===== src/rtl/bloom_filter_pkg.sv =====
// Shared definitions for bloom_filter and its standalone configuration master.
package bloom_filter_pkg;

    // Avalon-MM slave port geometry
    localparam int AMM_CSR_ADDR_W = 4;
    localparam int AMM_CSR_DATA_W = 32;
    localparam int AMM_LUT_ADDR_W = 8;
    localparam int AMM_LUT_DATA_W = 32;

    // CSR word offsets
    localparam logic [AMM_CSR_ADDR_W-1:0] EN             = 4'h0;
    localparam logic [AMM_CSR_ADDR_W-1:0] HASH_LUT_CLEAN = 4'h2;

    // Configuration master
    localparam int BF_CFG_STATUS_W = 2;

    typedef enum logic [2:0] {
        IDLE,
        CLEAN_WR,
        POLL_GAP,
        POLL_RD,
        POLL_CHK,
        LUT_WR,
        EN_WR,
        FINISH
    } bf_cfg_state_t;

endpackage


===== src/rtl/bf_cfg_poll_timer.sv =====
// Timing helper for the clean-poll loop: idle gap between status reads,
// read-latency delay line that marks when readdata is valid, and a
// saturating poll counter that flags the timeout limit.
module bf_cfg_poll_timer #(
    parameter int GAP_CYCLES   = 50,
    parameter int MAX_POLLS    = 1024,
    parameter int READ_LATENCY = 1
) (
    input  logic i_clk,
    input  logic i_rst_n,
    input  logic i_clear,        // new sequence accepted
    input  logic i_gap_run,      // FSM is waiting between polls
    input  logic i_read,         // CSR read strobe as driven on the bus
    output logic o_gap_done,     // last gap cycle
    output logic o_sample_valid, // readdata for the last read is valid now
    output logic o_poll_limit    // MAX_POLLS reads have been issued
);

    localparam int GAP_W  = (GAP_CYCLES > 1) ? $clog2(GAP_CYCLES) : 1;
    localparam int POLL_W = $clog2(MAX_POLLS + 1);

    localparam logic [GAP_W-1:0]  GAP_LAST = GAP_W'(GAP_CYCLES - 1);
    localparam logic [POLL_W-1:0] POLL_MAX = POLL_W'(MAX_POLLS);

    logic [GAP_W-1:0]        r_gap_cnt;
    logic [READ_LATENCY-1:0] r_rd_dly;
    logic [POLL_W-1:0]       r_poll_cnt;

    assign o_gap_done     = i_gap_run && (r_gap_cnt == GAP_LAST);
    assign o_sample_valid = r_rd_dly[READ_LATENCY-1];
    assign o_poll_limit   = (r_poll_cnt >= POLL_MAX);

    // Gap counter: runs only while the FSM sits in the gap state, parks at 0 otherwise.
    always_ff @(posedge i_clk or negedge i_rst_n) begin
        if (!i_rst_n) begin
            r_gap_cnt <= '0;
        // NOTE: state is updated with <= so every register sees pre-edge values of the others.
        end else if (!i_gap_run || o_gap_done) begin
            r_gap_cnt <= '0;
        end else begin
            r_gap_cnt <= r_gap_cnt + GAP_W'(1);
        end
    end

    // Delay line: the read strobe emerges READ_LATENCY cycles later as the sample point.
    always_ff @(posedge i_clk or negedge i_rst_n) begin
        if (!i_rst_n) begin
            r_rd_dly <= '0;
        end else begin
            r_rd_dly <= READ_LATENCY'({r_rd_dly, i_read});
        end
    end

    // Poll counter: counts issued reads per sequence, saturates at the limit.
    always_ff @(posedge i_clk or negedge i_rst_n) begin
        if (!i_rst_n) begin
            r_poll_cnt <= '0;
        end else if (i_clear) begin
            r_poll_cnt <= '0;
        end else if (i_read && !o_poll_limit) begin
            r_poll_cnt <= r_poll_cnt + POLL_W'(1);
        end
    end

endmodule


===== src/rtl/bf_cfg_master.sv =====
// Avalon-MM initiator that configures bloom_filter on a start pulse:
// clean the hash LUT and poll for completion, stream LUT words from a
// valid/ready source into the LUT port, then set EN.
module bf_cfg_master
    import bloom_filter_pkg::AMM_CSR_ADDR_W, bloom_filter_pkg::AMM_CSR_DATA_W,
           bloom_filter_pkg::AMM_LUT_ADDR_W, bloom_filter_pkg::AMM_LUT_DATA_W,
           bloom_filter_pkg::EN, bloom_filter_pkg::HASH_LUT_CLEAN,
           bloom_filter_pkg::BF_CFG_STATUS_W, bloom_filter_pkg::bf_cfg_state_t,
           bloom_filter_pkg::IDLE, bloom_filter_pkg::CLEAN_WR, bloom_filter_pkg::POLL_RD,
           bloom_filter_pkg::POLL_CHK, bloom_filter_pkg::LUT_WR, bloom_filter_pkg::EN_WR,
           bloom_filter_pkg::FINISH;
#(
    parameter int POLL_GAP     = 50,
    parameter int MAX_POLLS    = 1024,
    parameter int READ_LATENCY = 1,
    parameter bit SKIP_CLEAN   = 1'b0,
    parameter int LUT_ADDR_W   = AMM_LUT_ADDR_W
) (
    input  logic                       main_clk_i,
    input  logic                       main_arst_n_i,
    input  logic                       start_i,
    input  logic                       lut_stream_valid_i,
    output logic                       lut_stream_ready_o,
    input  logic [AMM_LUT_DATA_W-1:0]  lut_stream_data_i,
    input  logic                       lut_stream_last_i,
    output logic [AMM_CSR_ADDR_W-1:0]  amm_csr_address_o,
    output logic                       amm_csr_read_o,
    input  logic [AMM_CSR_DATA_W-1:0]  amm_csr_readdata_i,
    output logic                       amm_csr_write_o,
    output logic [AMM_CSR_DATA_W-1:0]  amm_csr_writedata_o,
    output logic [LUT_ADDR_W-1:0]      amm_lut_address_o,
    output logic                       amm_lut_write_o,
    output logic [AMM_LUT_DATA_W-1:0]  amm_lut_writedata_o,
    output logic                       busy_o,
    output logic                       done_o,
    output logic [BF_CFG_STATUS_W-1:0] status_o
);

    localparam logic [LUT_ADDR_W-1:0] LUT_ADDR_LAST = '1;

    bf_cfg_state_t r_state;

    logic                       r_csr_read;
    logic                       r_csr_write;
    logic [AMM_CSR_ADDR_W-1:0]  r_csr_addr;
    logic [AMM_CSR_DATA_W-1:0]  r_csr_wdata;
    logic                       r_lut_write;
    logic [LUT_ADDR_W-1:0]      r_lut_addr;
    logic [AMM_LUT_DATA_W-1:0]  r_lut_wdata;
    logic [LUT_ADDR_W-1:0]      r_addr_cnt;
    logic                       r_ready;
    logic                       r_done;
    logic [BF_CFG_STATUS_W-1:0] r_status;

    logic w_start_ok;
    logic w_handshake;
    logic w_addr_full;
    logic w_gap_run;
    logic w_gap_done;
    logic w_sample_valid;
    logic w_poll_limit;

    assign w_start_ok  = (r_state == IDLE) && start_i;
    // r_ready is only ever high in LUT_WR, so stream valid is ignored elsewhere
    assign w_handshake = r_ready && lut_stream_valid_i;
    assign w_addr_full = (r_addr_cnt == LUT_ADDR_LAST);
    // The POLL_GAP state name is shadowed by the parameter, hence the qualified reference
    assign w_gap_run   = (r_state == bloom_filter_pkg::POLL_GAP);

    bf_cfg_poll_timer #(
        .GAP_CYCLES   (POLL_GAP),
        .MAX_POLLS    (MAX_POLLS),
        .READ_LATENCY (READ_LATENCY)
    ) u_poll_timer (
        .i_clk          (main_clk_i),
        .i_rst_n        (main_arst_n_i),
        .i_clear        (w_start_ok),
        .i_gap_run      (w_gap_run),
        .i_read         (r_csr_read),
        .o_gap_done     (w_gap_done),
        .o_sample_valid (w_sample_valid),
        .o_poll_limit   (w_poll_limit)
    );

    // Sequencer FSM with registered bus strobes, stream ready, done pulse and status.
    always_ff @(posedge main_clk_i or negedge main_arst_n_i) begin
        if (!main_arst_n_i) begin
            r_state     <= IDLE;
            r_csr_read  <= 1'b0;
            r_csr_write <= 1'b0;
            r_csr_addr  <= '0;
            r_csr_wdata <= '0;
            r_lut_write <= 1'b0;
            r_lut_addr  <= '0;
            r_lut_wdata <= '0;
            r_addr_cnt  <= '0;
            r_ready     <= 1'b0;
            r_done      <= 1'b0;
            r_status    <= '0;
        end else begin
            // NOTE: defaults at the top make every strobe a one-cycle pulse and zero idle address/data.
            r_csr_read  <= 1'b0;
            r_csr_write <= 1'b0;
            r_csr_addr  <= '0;
            r_csr_wdata <= '0;
            r_lut_write <= 1'b0;
            r_lut_addr  <= '0;
            r_lut_wdata <= '0;
            r_done      <= 1'b0;

            case (r_state)
                IDLE: begin
                    if (start_i) begin
                        r_status   <= '0;
                        r_addr_cnt <= '0;
                        if (SKIP_CLEAN) begin
                            r_state <= LUT_WR;
                            r_ready <= 1'b1;
                        end else begin
                            r_state     <= CLEAN_WR;
                            r_csr_write <= 1'b1;
                            r_csr_addr  <= HASH_LUT_CLEAN;
                            r_csr_wdata <= AMM_CSR_DATA_W'(1);
                        end
                    end
                end

                CLEAN_WR: r_state <= bloom_filter_pkg::POLL_GAP;

                bloom_filter_pkg::POLL_GAP: begin
                    if (w_gap_done) begin
                        r_state    <= POLL_RD;
                        r_csr_read <= 1'b1;
                        r_csr_addr <= HASH_LUT_CLEAN;
                    end
                end

                POLL_RD: r_state <= POLL_CHK;

                POLL_CHK: begin
                    if (w_sample_valid) begin
                        if (amm_csr_readdata_i == '0) begin
                            r_state <= LUT_WR;
                            r_ready <= 1'b1;
                        end else if (!w_poll_limit) begin
                            r_state <= bloom_filter_pkg::POLL_GAP;
                        end else begin
                            r_status[0] <= 1'b1;
                            r_state     <= FINISH;
                            r_done      <= 1'b1;
                        end
                    end
                end

                LUT_WR: begin
                    if (w_handshake) begin
                        r_lut_write <= 1'b1;
                        r_lut_addr  <= r_addr_cnt;
                        r_lut_wdata <= lut_stream_data_i;
                        if (lut_stream_last_i || w_addr_full) begin
                            // Counter holds at the top address instead of wrapping
                            r_ready     <= 1'b0;
                            r_state     <= EN_WR;
                            r_csr_write <= 1'b1;
                            r_csr_addr  <= EN;
                            r_csr_wdata <= AMM_CSR_DATA_W'(1);
                            if (!lut_stream_last_i) begin
                                r_status[1] <= 1'b1;
                            end
                        end else begin
                            r_addr_cnt <= r_addr_cnt + LUT_ADDR_W'(1);
                        end
                    end
                end

                EN_WR: begin
                    r_state <= FINISH;
                    r_done  <= 1'b1;
                end

                FINISH: r_state <= IDLE;

                default: r_state <= IDLE;
            endcase
        end
    end

    assign amm_csr_address_o   = r_csr_addr;
    assign amm_csr_read_o      = r_csr_read;
    assign amm_csr_write_o     = r_csr_write;
    assign amm_csr_writedata_o = r_csr_wdata;
    assign amm_lut_address_o   = r_lut_addr;
    assign amm_lut_write_o     = r_lut_write;
    assign amm_lut_writedata_o = r_lut_wdata;
    assign lut_stream_ready_o  = r_ready;
    assign busy_o              = (r_state != IDLE);
    assign done_o              = r_done;
    assign status_o            = r_status;

endmodule


===== config.mk =====
export PLATFORM = sky130hd
export DESIGN_NAME = bf_cfg_master
export DESIGN_NICKNAME = d
export VERILOG_FILES = /design/src/rtl/bloom_filter_pkg.sv /design/src/rtl/bf_cfg_poll_timer.sv /design/src/rtl/bf_cfg_master.sv
export SDC_FILE = /design/constraint.sdc
export NUM_CORES = 1
export LEC_CHECK = 0
export CAP_MARGIN = 20
export CORE_MARGIN = 4
export CORE_UTILIZATION = 40
export CTS_CLUSTER_DIAMETER = 50
export DETAILED_ROUTE_END_ITERATION = 10
export GPL_ROUTABILITY_DRIVEN = 0
export GPL_TIMING_DRIVEN = 0
export PLACE_DENSITY = 0.83
export SYNTH_ARGS = -nofsm -noshare
export SYNTH_HDL_FRONTEND = slang
export SYNTH_SLANG_ARGS = --single-unit

===== constraint.sdc =====
create_clock -name main_clk_i -period 3.25 [get_ports main_clk_i]
set_input_delay 0.8125 -clock main_clk_i [delete_from_list [all_inputs] [get_ports main_clk_i]]
set_output_delay 0.8125 -clock main_clk_i [all_outputs]
set_load 0.1 [all_outputs]

Word level (Yosys, flattened, before mapping). Cells that the tools add are included.

Output and inout bits: 84. Logic and storage cells: 111. Bits of input ports: 69. Flip-flop bits (word level): 112.

Equal/unequal tests: 19. $lt $le $gt $ge: 1. Reduce and logical (&&, ||, !) cells: 20. Add/sub/neg operators: 3. Mux-type cells: 52.

Operator list (number): two-way mux 32 bit (2); two-way mux 8 bit (5); zero test 32 bit (1); one-hot mux 3 bit (8 select lines) (1); two-way mux 1 bit (23); two-way mux 11 bit (2); two-way mux 3 bit (7); AND reduction 5 bit (4); != test 2 bit, second input constant (8); one-hot mux 8 bit (2 select lines) (1); equality test 3 bit, second input constant (4); one-hot mux 1 bit (2 select lines) (6); adder 11 x 1 -> 11 bit, second input constant (1); greater-or-equal comparator 11 bit, second input constant (1); adder 8 x 1 -> 8 bit, second input constant (1); equality test 8 bit, second input constant (1); nonzero test 2 bit (4); adder 6 x 1 -> 6 bit, second input constant (1); equality test 3 x 2 -> 1 bit, second input constant (2); equality test 6 bit, second input constant (1); two-way mux 2 bit (3); two-way mux 6 bit (1); logical AND 1 bit (4); != test 2 x 1 -> 1 bit, second input constant (2); 7 further kinds (9).

Logic depth before layout (Yosys ltp).
Depth in word-level cells: 5. Gate-level depth with buffers: 6. Mapped depth without buffers: 5.

Hierarchy. A second synthesis with hierarchy kept.

Cell total of the unflattened synthesis: 332. Area, all modules: 3651.0 um^2.

By module, submodules not included: bf_cfg_master (cells each 246, seq. area each 1476.4 um^2, times used 1, area each 2750.1 um^2); bf_cfg_poll_timer (cells each 86, seq. area each 450.4 um^2, times used 1, area each 900.9 um^2).

Worst setup path before layout. OpenSTA, ideal clock, no wires.

Path kind: register to output. Start point: register r_csr_wdata[0] (netlist: amm_csr_writedata_o[0]). End point: output port amm_csr_writedata_o[0]. Arrival: 1.324 ns. Slack: 1.114 ns. Path buffers: 1. Required time: 2.438 ns. Cell stages (with the launch flop): 2. Cells stage by stage: dfrtp_1 -> buf_4.

RTL lines: start, declared (RTL line bf_cfg_master.sv:46) `logic [AMM_CSR_DATA_W-1:0] r_csr_wdata;`; start signal, assigned (RTL line bf_cfg_master.sv:92) `r_csr_wdata <= '0;`; start signal, assigned (RTL line bf_cfg_master.sv:105) `r_csr_wdata <= '0;`; start signal, assigned (RTL line bf_cfg_master.sv:123) `r_csr_wdata <= AMM_CSR_DATA_W'(1);`; end, declared (RTL line bf_cfg_master.sv:30) `output logic [AMM_CSR_DATA_W-1:0] amm_csr_writedata_o,`.

No word-level cell between the ends.

Worst setup path after layout.
Start point: register r_csr_read (netlist: amm_csr_read_o). End point: output port amm_csr_read_o.

RTL lines: start, declared (RTL line bf_cfg_master.sv:43) `logic r_csr_read;`; start signal, assigned (RTL line bf_cfg_master.sv:89) `r_csr_read <= 1'b0;`; start signal, assigned (RTL line bf_cfg_master.sv:102) `r_csr_read <= 1'b0;`; start signal, assigned (RTL line bf_cfg_master.sv:133) `r_csr_read <= 1'b1;`; end, declared (RTL line bf_cfg_master.sv:27) `output logic amm_csr_read_o,`.

No word-level cell between the ends.

==> results_dict.tcl <==
set metrics [dict create \
    status "finished, final reports clean" \
    cts-root-buf "clkbuf_8" \
    switching_share 0.3701 \
    hold_violations 0 \
    worst_setup_path_start_kind "flip-flop" \
    vias 2971 \
    slew_violations 0 \
    cp_cell_sequence "clkdlybuf4s50_1" \
    ctsHoldBuffers 0 \
    die-area_um2 10570 \
    antenna_found_initial 0 \
    relSlewSlack 0.3298 \
    dp.cells 588 \
    p_switching_mw 1.053 \
    worstPathArrival_ns 1.97 \
    clkSlewWorstSetupHoldPaths_ns 0.08 \
    path_buf_inv 1 \
    synth_edf_count 0 \
    post-place-ws_ns 0.4151 \
    drt_iter0_drc 69 \
    reg2reg_from "r_addr_cnt[0]$_DFFE_PN0P_" \
    numClockSinks 77 \
    start_util 0.4122 \
    ant_nets 0 \
    clockBufferDepth 2 \
    grt_pass1_vias 3044 \
    pwr-share-seq 0.372 \
    synth_area_um2 3595 \
    layout_common_cells "clkdlybuf4s50_1 (116), dfrtp_1 (77), and3_1 (42)" \
    portBuffers 118 \
    reg2reg_to "r_addr_cnt[0]$_DFFE_PN0P_" \
    cap_viol_max_count 0 \
    p_total_mw 2.846 \
    fmax_mhz 359.9 \
    grtUsageTotal 0.1685 \
    netlist_instances 328 \
    criticalPathCategory "reg -> out" \
    tightest_slew_ns 1.002 \
    final_cells 604 \
    final.setup.worst_slack_ns 0.4716 \
    leakage_nw 2.613 \
    setup_viol 0 \
    drtPass1Iterations 5 \
    yosysUniqueCellTypes 55 \
    grt_max_degree 77 \
    synth_flop_cell "dfrtp_1" \
    n_antenna_cell 0 \
    fp-row-count 34 \
    vias_per_cell 4.919 \
    nNetsFinal 565 \
    h-tree-depth 3 \
    fp.coreArea_um2 8721 \
    required_ns 2.44 \
    p_int_mw 1.793 \
    grt_pass1_wl_um 14100 \
    combPwrFrac 0.337 \
    wirelength_um 8802 \
    skew_ns 0.009664 \
    tritoncts "done" \
    seq_area_um2 1927 \
    fin_crit_sh 0.8549 \
    placed_area_um2 5060 \
    layout_commonest_cell "clkdlybuf4s50_1" \
    cpMaxStageDelayCell "clkdlybuf4s50_1" \
    yosys_warnings 0 \
    clockPowerShare 0.292 \
    drive_above_1_share 0.1431 \
    crit_path_end_kind "output port" \
    die_h_um 102.8 \
    syn_avg_cell_area_um2 10.96 \
    clk_latency_ns 0.35 \
    overflow 0 \
    fin_setup_tns_ns 0 \
    r2r_cells 6 \
    ir_worst_vdd_mv 0.3009 \
    p_per_area_nw_per_um2 537.6 \
    ys_seq_area_frac 0.5360 \
    avgRoutedWirePerCell_um 14.57 \
    ioPinCount 153 \
    finalCriticalPeriod_ns 2.778 \
    dpl.hpwl_um 6726 \
    final_area_um2 5294 \
    crit_family "buffers and inverters" \
    hold_slack_ns 0.2481 \
    die_w_um 102.8 \
    post-route-util 0.6070 \
    r2r_slack_ns 1.26 \
    multiInputGateArea_um2 1419 \
    cts_buffers 9 \
    drc 0 \
    nFillCells 697 \
    rsz0062_at_grt "no" \
    max_stage_delay_ns 1.18 \
    ys_ff_latch 77 \
    crit_fanout 6 \
    synth-async-reset-ratio 1.000 \
    min_path_type "in -> async" \
    synthToLayoutAreaGrowth_pct 47.27 \
]
==> registers in the layout, summed over array words and instances, names as in the netlist <==
register                     count
lut_stream_ready_o               1
done_o                           1
amm_csr_address_o                1
amm_lut_writedata_o             32
r_state                          3
u_poll_timer.r_gap_cnt           6
amm_csr_writedata_o              1
amm_lut_address_o                8
amm_csr_read_o                   1
r_addr_cnt                       8
amm_lut_write_o                  1
u_poll_timer.o_sample_valid      1
status_o                         2
u_poll_timer.r_poll_cnt         11
==> worst register-to-register path, delay by kind of cell (launching register included) <==
kind / cells / cell delay, ns
AO/OA/AOI/OAI: 2 / 0.61
adder cells (fa/ha/maj): 1 / 0.23
buffers and inverters: 1 / 0.13
flip-flops: 1 / 0.42
multiplexers: 1 / 0.29
AND/OR/NAND/NOR: 1 / 0.19
==> cell usage after synthesis (4+ instances only) <==
cell type / number / share of area
dfrtp_1: 77 / 0.54
and3_1: 42 / 0.073
buf_4: 36 / 0.075
nor2_1: 23 / 0.024
nand2_1: 12 / 0.013
a21oi_1: 10 / 0.014
clkbuf_1: 10 / 0.010
inv_1: 9 / 0.0094
nor4_1: 9 / 0.016
xor2_1: 8 / 0.019
nand3_1: 7 / 0.0097
and4_1: 5 / 0.012
ha_1: 5 / 0.017
nand4_1: 5 / 0.0087
xnor2_1: 5 / 0.012
a41oi_1: 4 / 0.0097
and2_1: 4 / 0.0070
buf_2: 4 / 0.0056
nand2b_1: 4 / 0.0070
==> power groups by stage <==
| stage | Clock [mW] | Sequential [mW] | Combinational, mW |
|---|---|---|---|
| detailed placement | 0 | 1.08 | 0.957 |
| floorplan | 0 | 1.16 | 0.631 |
| global route | 0.884 | 1.07 | 1.03 |
| finish | 0.830 | 1.06 | 0.958 |
| CTS | 0.845 | 1.06 | 0.960 |
| global placement | 0 | 1.07 | 0.938 |
==> how the worst max path moves through the flow <==
stage                                     start  slack [ns]  depth (start not counted)                                endpoint
2_1_floorplan  amm_csr_writedata_o[0]$_DFF_PN0_        1.11                          1                  amm_csr_writedata_o[0]
3_3_place_gp                      main_arst_n_i       -1.16                          1  u_poll_timer.r_poll_cnt[3]$_DFFE_PN0P_
3_5_place_dp             r_state[0]$_DFFE_PN0P_        0.42                          3                                  busy_o
4_1_cts                  r_state[0]$_DFFE_PN0P_        0.03                          3                                  busy_o
5_1_grt                amm_csr_read_o$_DFF_PN0_        0.40                          1                          amm_csr_read_o
6_report               amm_csr_read_o$_DFF_PN0_        0.47                          1                          amm_csr_read_o
==> kinds of logic (layout without fill, tap and decap cells) <==
| logic type | after synthesis | in the layout | share of synthesized area |
|---|---|---|---|
| xor gates and xnor gates | 13 | 13 | 0.03167 |
| DFF | 77 | 77 | 0.5360 |
| adders and majority gates | 5 | 5 | 0.01740 |
| and+or+nand+nor | 127 | 127 | 0.2106 |
| muxes | 3 | 3 | 0.008702 |
| other | 1 | 34 | 0.001043 |
| buffers and inverters | 60 | 195 | 0.1037 |
| AOI/OAI and AO/OA | 42 | 42 | 0.09084 |
==> final cells by class <==
type	count	area share
Buffer	51	0.06405
Clock buffer	10	0.02600
Clock inverter	6	0.01773
Inverter	9	0.006381
Multi-Input combinational cell	224	0.2680
Sequential cell	77	0.3640
Tap cell	108	0.02553
Timing Repair Buffer	119	0.2283
==> timing repair <==
item,in CTS,in global routing
gates resized for setup,0,1
setup buffers,0,0
endpoints found under the setup margin,0,1
==> per-layer routing <==
layer  track usage  vias up  share of wire
met4       0.04980        0         0.0093
met2        0.2929      163           0.46
li1              -     1418              -
met3       0.03654        9           0.10
met5             0        -              0
met1        0.2110     1381           0.42
No activity file was read; power rests on OpenSTA's default activity.
==> RTL change 1 (config.mk and constraints unchanged) <==
Set the package constant `EN` to 4'h1 (it was 4'h0).
--- a/src/rtl/bloom_filter_pkg.sv
+++ b/src/rtl/bloom_filter_pkg.sv
@@ -9,5 +9,5 @@
 
     // CSR word offsets
-    localparam logic [AMM_CSR_ADDR_W-1:0] EN             = 4'h0;
+    localparam logic [AMM_CSR_ADDR_W-1:0] EN             = 4'h1;
     localparam logic [AMM_CSR_ADDR_W-1:0] HASH_LUT_CLEAN = 4'h2;
 
Formal check against the unedited RTL: same outputs for any inputs over 10 cycles, from zero or initial values and one cycle with main_arst_n_i low; that may be too few to reach the edited logic, so the function may still have changed.
==> RTL change 1 against the original RTL <==
Design area down 2.5%; routed wire length down 4.2%; setup slack worse by 0.34 ns; sequential cell count up 1; register-to-register slack better by 0.14 ns; synthesized area down 4.1%; synthesized cell count down 3.0%; clock skew about the same; non-clock buffer count down 2; highest routed layer unchanged.
Power is not compared: it rests on default switching activity, and its combinational part moved more than twofold at a synthesized area within 25%.
==> RTL change 1: results (changes against the original RTL) <==
drt:
  wl_met2_um: 4040  # was 4090 um
  route.met3.wl_um: 780  # was 896 um
  drt_iter0_drc: 143  # was 69
  dr.max_layer_used: "met4"  # unchanged
  vias_per_cell: 4.76  # was 4.92
  firstDrtPassIters: 4  # was 5
  met1_length_um: 3530  # was 3730 um
  wire_per_inst_um: 14.3  # was 14.6 um
global_route:
  use_met1_pct: 22.0  # was 21.1%
  grt_usage_pct: 17.3  # was 16.8%
  gr-usage-met3_pct: 4.15  # was 3.65%
  grt_pass1_wl_um: 13900  # was 14100 um
  grt_max_degree: 64  # was 77
  gr-usage-met2_pct: 29.5  # was 29.3%
  grt_pass1_vias: 2902  # was 3044
placement:
  dpl_worst_slack_ns: 0.526  # was 0.415 ns
  io_buffers: 119  # was 118
  dp_cells: 575  # was 588
  hpwl_um: 6260  # was 6730 um
  place_area_sq_um: 4910  # was 5060 sq um
final_layout:
  drive_above_1_share_pct: 12.0  # was 14.3%
  n_antenna_cell: 0  # unchanged
  stdcell_count: 590  # was 604
  nets: 555  # was 565
  fillCellCount: 647  # was 697
  postLayoutCoreUtil_pct: 62.2  # was 60.7%
logic_synthesis:
  synth_seq_area_share_pct: 56.6  # was 53.6%
  synthTopCellsByCount: "dfrtp_1, and3_1, buf_4, nor2_1, nand2_1"  # unchanged
  synthTopCellsByArea: "dfrtp_1, buf_4, and3_1"  # unchanged
  ys.flop_type: "dfrtp_1"  # unchanged
  synth.distinct_cells: 46  # was 55
  synth_cells: 318  # was 328
sta:
  skew_ns: 0.00965  # was 0.00966 ns
  slew_headroom_pct: 32.8  # was 33.0%
clock_network:
  ctsResizeCount: 0  # unchanged
  postCtsSetupBuffers: 0  # unchanged
  cts_root_buf: "clkbuf_8"  # unchanged
setup_path:
  path_max_fanout: 9  # was 6
  crit_arrival_ns: 2.31  # was 1.97 ns
run_status:
  outcome: "complete, no violations"  # unchanged
==> RTL change 1: power by group <==
part	total (mW)	leakage, nW	internal [mW]	switching, mW
logic	0.306	1.37	0.103	0.203
clock network	0.877	0.123	0.529	0.347
registers	0.970	1.02	0.970	0
total	2.15	2.52	1.60	0.550
==> RTL change 1: final cells by class <==
class | count | area (sq um) | area share, %
buffer | 48 | 318 | 6.16
clock buffer | 10 | 138 | 2.67
sequential | 78 | 1950 | 37.8
clock inverter | 5 | 108 | 2.09
multi-input combinational | 214 | 1260 | 24.4
timing repair buffer | 120 | 1220 | 23.6
inverter | 10 | 37.5 | 0.727
tap | 105 | 131 | 2.55
==> RTL change 1: final timing paths <==
path	startpoint	endpoint	slack, ns	depth (start not counted)
max	r_state[2]$_DFFE_PN0P_	busy_o	0.13	4
min	main_arst_n_i	r_addr_cnt[0]$_DFFE_PN0P_	0.32	1
max reg2reg	r_addr_cnt[0]$_DFFE_PN0P_	r_addr_cnt[7]$_DFFE_PN0P_	1.40	5
min reg2reg	amm_csr_read_o$_DFF_PN0_	u_poll_timer.o_sample_valid$_DFF_PN0_	0.44	0
max in group asynchronous	main_arst_n_i	status_o[0]$_DFFE_PN0P_	2.37	2
min in group main_clk_i	amm_csr_read_o$_DFF_PN0_	u_poll_timer.o_sample_valid$_DFF_PN0_	0.44	0
==> RTL change 1: logic make-up after synthesis <==
| kind of cell | share of synthesized area, % |
|---|---|
| flops | 56.6 |
| compound gates | 7.59 |
| buf+inv | 10.3 |
| fa+ha+maj | 1.81 |
| xor+xnor | 3.30 |
| other cells | 0.109 |
| simple gates | 20.0 |
| mux | 0.290 |
==> RTL change 1: worst max-delay path, stage by stage (launching register included) <==
cell,delay (ns)
dfrtp_1,0.36
buf_4,0.16
nor3_1,0.29
inv_1,0.14
clkdlybuf4s50_1,1.00
==> RTL change 2 (config.mk and constraints unchanged) <==
Made on the original files. Make the reset (`i_rst_n` and `main_arst_n_i`) synchronous in 4 clocked blocks.
--- a/src/rtl/bf_cfg_poll_timer.sv
+++ b/src/rtl/bf_cfg_poll_timer.sv
@@ -32,5 +32,5 @@
 
     // Gap counter: runs only while the FSM sits in the gap state, parks at 0 otherwise.
-    always_ff @(posedge i_clk or negedge i_rst_n) begin
+    always_ff @(posedge i_clk) begin
         if (!i_rst_n) begin
             r_gap_cnt <= '0;
@@ -44,5 +44,5 @@
 
     // Delay line: the read strobe emerges READ_LATENCY cycles later as the sample point.
-    always_ff @(posedge i_clk or negedge i_rst_n) begin
+    always_ff @(posedge i_clk) begin
         if (!i_rst_n) begin
             r_rd_dly <= '0;
@@ -53,5 +53,5 @@
 
     // Poll counter: counts issued reads per sequence, saturates at the limit.
-    always_ff @(posedge i_clk or negedge i_rst_n) begin
+    always_ff @(posedge i_clk) begin
         if (!i_rst_n) begin
             r_poll_cnt <= '0;
--- a/src/rtl/bf_cfg_master.sv
+++ b/src/rtl/bf_cfg_master.sv
@@ -84,5 +84,5 @@
 
     // Sequencer FSM with registered bus strobes, stream ready, done pulse and status.
-    always_ff @(posedge main_clk_i or negedge main_arst_n_i) begin
+    always_ff @(posedge main_clk_i) begin
         if (!main_arst_n_i) begin
             r_state     <= IDLE;
Behaviour: differs if main_arst_n_i is asserted again (counterexample within 4 cycles, from zero or initial values and one cycle with main_arst_n_i low); with main_arst_n_i held inactive, the same outputs for 10 cycles.
==> RTL change 2 against the original RTL <==
Routed wire length fell by 14%; via count down 5.4%; final cell count rose by 0.50%; sequential cell count is the same; sequential power down 9%; core utilization grew 1.2 points; clock power is 26% lower; setup slack lost 0.016 ns; synthesized area is 12% lower; design area shrank 10%; power down 27%.
==> RTL change 2: results (changes against the original RTL) <==
drt:
  drt_iter0_drc: 118  # was 69
  vias_per_cell: 4.63  # was 4.92
  drt_wl_total_um: 7580  # was 8800 um
  firstDrtPassIters: 4  # was 5
clock_network:
  cts_inserted_buffers: 9  # unchanged
  htree_levels: 3  # unchanged
  clkLatencyLatePin_ns: 0.34
  ctsLongestPathBuffers: 2  # unchanged
  cts_root_buf: "clkbuf_8"  # unchanged
  postCtsSetupBuffers: 0  # unchanged
  path_clk_slew_ns: 0.07
setup_path:
  crit_slowest_cell: "dlymetal6s2s_1"  # was clkdlybuf4s50_1
  path_max_fanout: 10  # was 6
  critPathMaxStageDelay_ns: 0.76  # was 1.18 ns
run_status:
  outcome: "complete, no violations"  # unchanged
global_route:
  grt_usage_pct: 15.9  # was 16.8%
  grt_pass1_wl_um: 12400  # was 14100 um
  grt_pass1_vias: 2747  # was 3044
  grt_max_degree: 14  # was 77
  antenna_found_initial: 0  # unchanged
pwr:
  leakage_nw: 2.09  # was 2.61 nW
  vdd_drop_max_uv: 182  # was 301 uV
sta:
  skew_ns: 0.00960  # was 0.00966 ns
  slew_headroom_pct: 32.1  # was 33.0%
logic_synthesis:
  synth.distinct_cells: 46  # was 55
  yosysWarningCount: 0  # unchanged
  synthTopCellsByCount: "dfxtp_1, and3_1, nor2_1, buf_4, nand2_1"  # was dfrtp_1, and3_1, buf_4, nor2_1, nand2_1
  synth_seq_area_share_pct: 48.9  # was 53.6%
  async_flop_share_pct: 0  # was 100%
  synthTopCellsByArea: "dfxtp_1, and3_1, buf_4"  # was dfrtp_1, buf_4, and3_1
run:
  drv_cap: 0  # unchanged
final_layout:
  drive_above_1_share_pct: 12.3  # was 14.3%
  n_antenna_cell: 0  # unchanged
  largest_reg_flops: 32  # unchanged
  nets: 574  # was 565
placement:
  hpwl_um: 5960  # was 6730 um
  place_area_sq_um: 4590  # was 5060 sq um
  io_buffers: 118  # unchanged
min_path:
  hold_path.class: "flip-flop to flip-flop"  # was primary input to asynchronous set/reset pin
RTL change 2: cell types whose count changed in the layout (fill, tap and decap cells not counted), moves of 4 or more:
cell     delta
dfrtp_1    -77
a31oi_1     +4
and4_1      -5
nor2_1     +14
o21ai_0     +5
nand2_1     +6
nor3_1      +6
dfxtp_1    +77
RTL change 2: per-layer routing:
metal / global-route usage [%] / up-vias / routed length [um]
met3: 4.04 / 12 / 521
met2: 29.0 / 106 / 3860
met4: 7.13 / 0 / 138
met1: 17.2 / 1272 / 3070
li1: - / 1422 / -
met5: 0 / - / 0
RTL change 2: power breakdown:
part	internal, mW	switching [mW]	total [mW]	leakage [nW]
Combinational	0.158	0.357	0.515	1.39
Clock	0.276	0.336	0.611	0.0860
Sequential	0.955	0.00815	0.963	0.621
RTL change 2: path summary, 6_finish.rpt:
| check | startpoint | endpoint | slack [ns] | cells after the start |
|---|---|---|---|---|
| max | r_state[0]$_SDFFE_PN0P_ | busy_o | 0.46 | 4 |
| min | u_poll_timer.r_gap_cnt[0]$_SDFF_PP0_ | u_poll_timer.r_gap_cnt[0]$_SDFF_PP0_ | 0.47 | 1 |
| max reg2reg | r_addr_cnt[0]$_SDFFE_PN0P_ | r_addr_cnt[4]$_SDFFE_PN0P_ | 1.23 | 6 |
| min reg2reg | u_poll_timer.r_gap_cnt[0]$_SDFF_PP0_ | u_poll_timer.r_gap_cnt[0]$_SDFF_PP0_ | 0.47 | 1 |
RTL change 2: through the flow:
| step | hold slack (ns) | setup slack [ns] | std cells |
|---|---|---|---|
| floorplan | 0.433 | 1.04 | 371 |
| global placement | 0.445 | 0.460 | 591 |
| detailed placement | 0.457 | 0.443 | 591 |
| CTS | 0.474 | 0.0575 | 607 |
| global route | 0.503 | 0.350 | 607 |
| finish | 0.470 | 0.456 | 607 |
RTL change 2: final cells by class:
| class | count | area, sq um |
|---|---|---|
| clock buffers | 10 | 128 |
| multi-input cells | 236 | 1380 |
| inverters | 8 | 30.0 |
| fillers | 659 | 2930 |
| well taps | 102 | 128 |
| clock inverters | 6 | 40.0 |
| flip-flops and latches | 77 | 1540 |
| plain buffers | 50 | 323 |
| repair buffers | 118 | 1180 |
RTL change 2: logic make-up after synthesis:
logic type | count (synthesis) | share of synthesized area [%]
xor gates and xnor gates | 13 | 3.61
other | 1 | 0.119
adders and majority gates | 5 | 1.98
and+or+nand+nor | 147 | 25.6
DFF | 77 | 48.9
buffers and inverters | 58 | 11.2
AOI/OAI and AO/OA | 37 | 8.61
RTL change 2: worst max-delay path, delay by kind of cell, from the launching register on:
kind | cells | cell delay (ns)
buffers and inverters | 2 | 1.00
AND/OR/NAND/NOR | 2 | 0.21
flip-flops | 1 | 0.43
RTL change 2: timing repair:
item,4_1_cts,5_1_grt
hold buffers,0,0
setup endpoints to repair,0,1
gates resized for setup,0,1
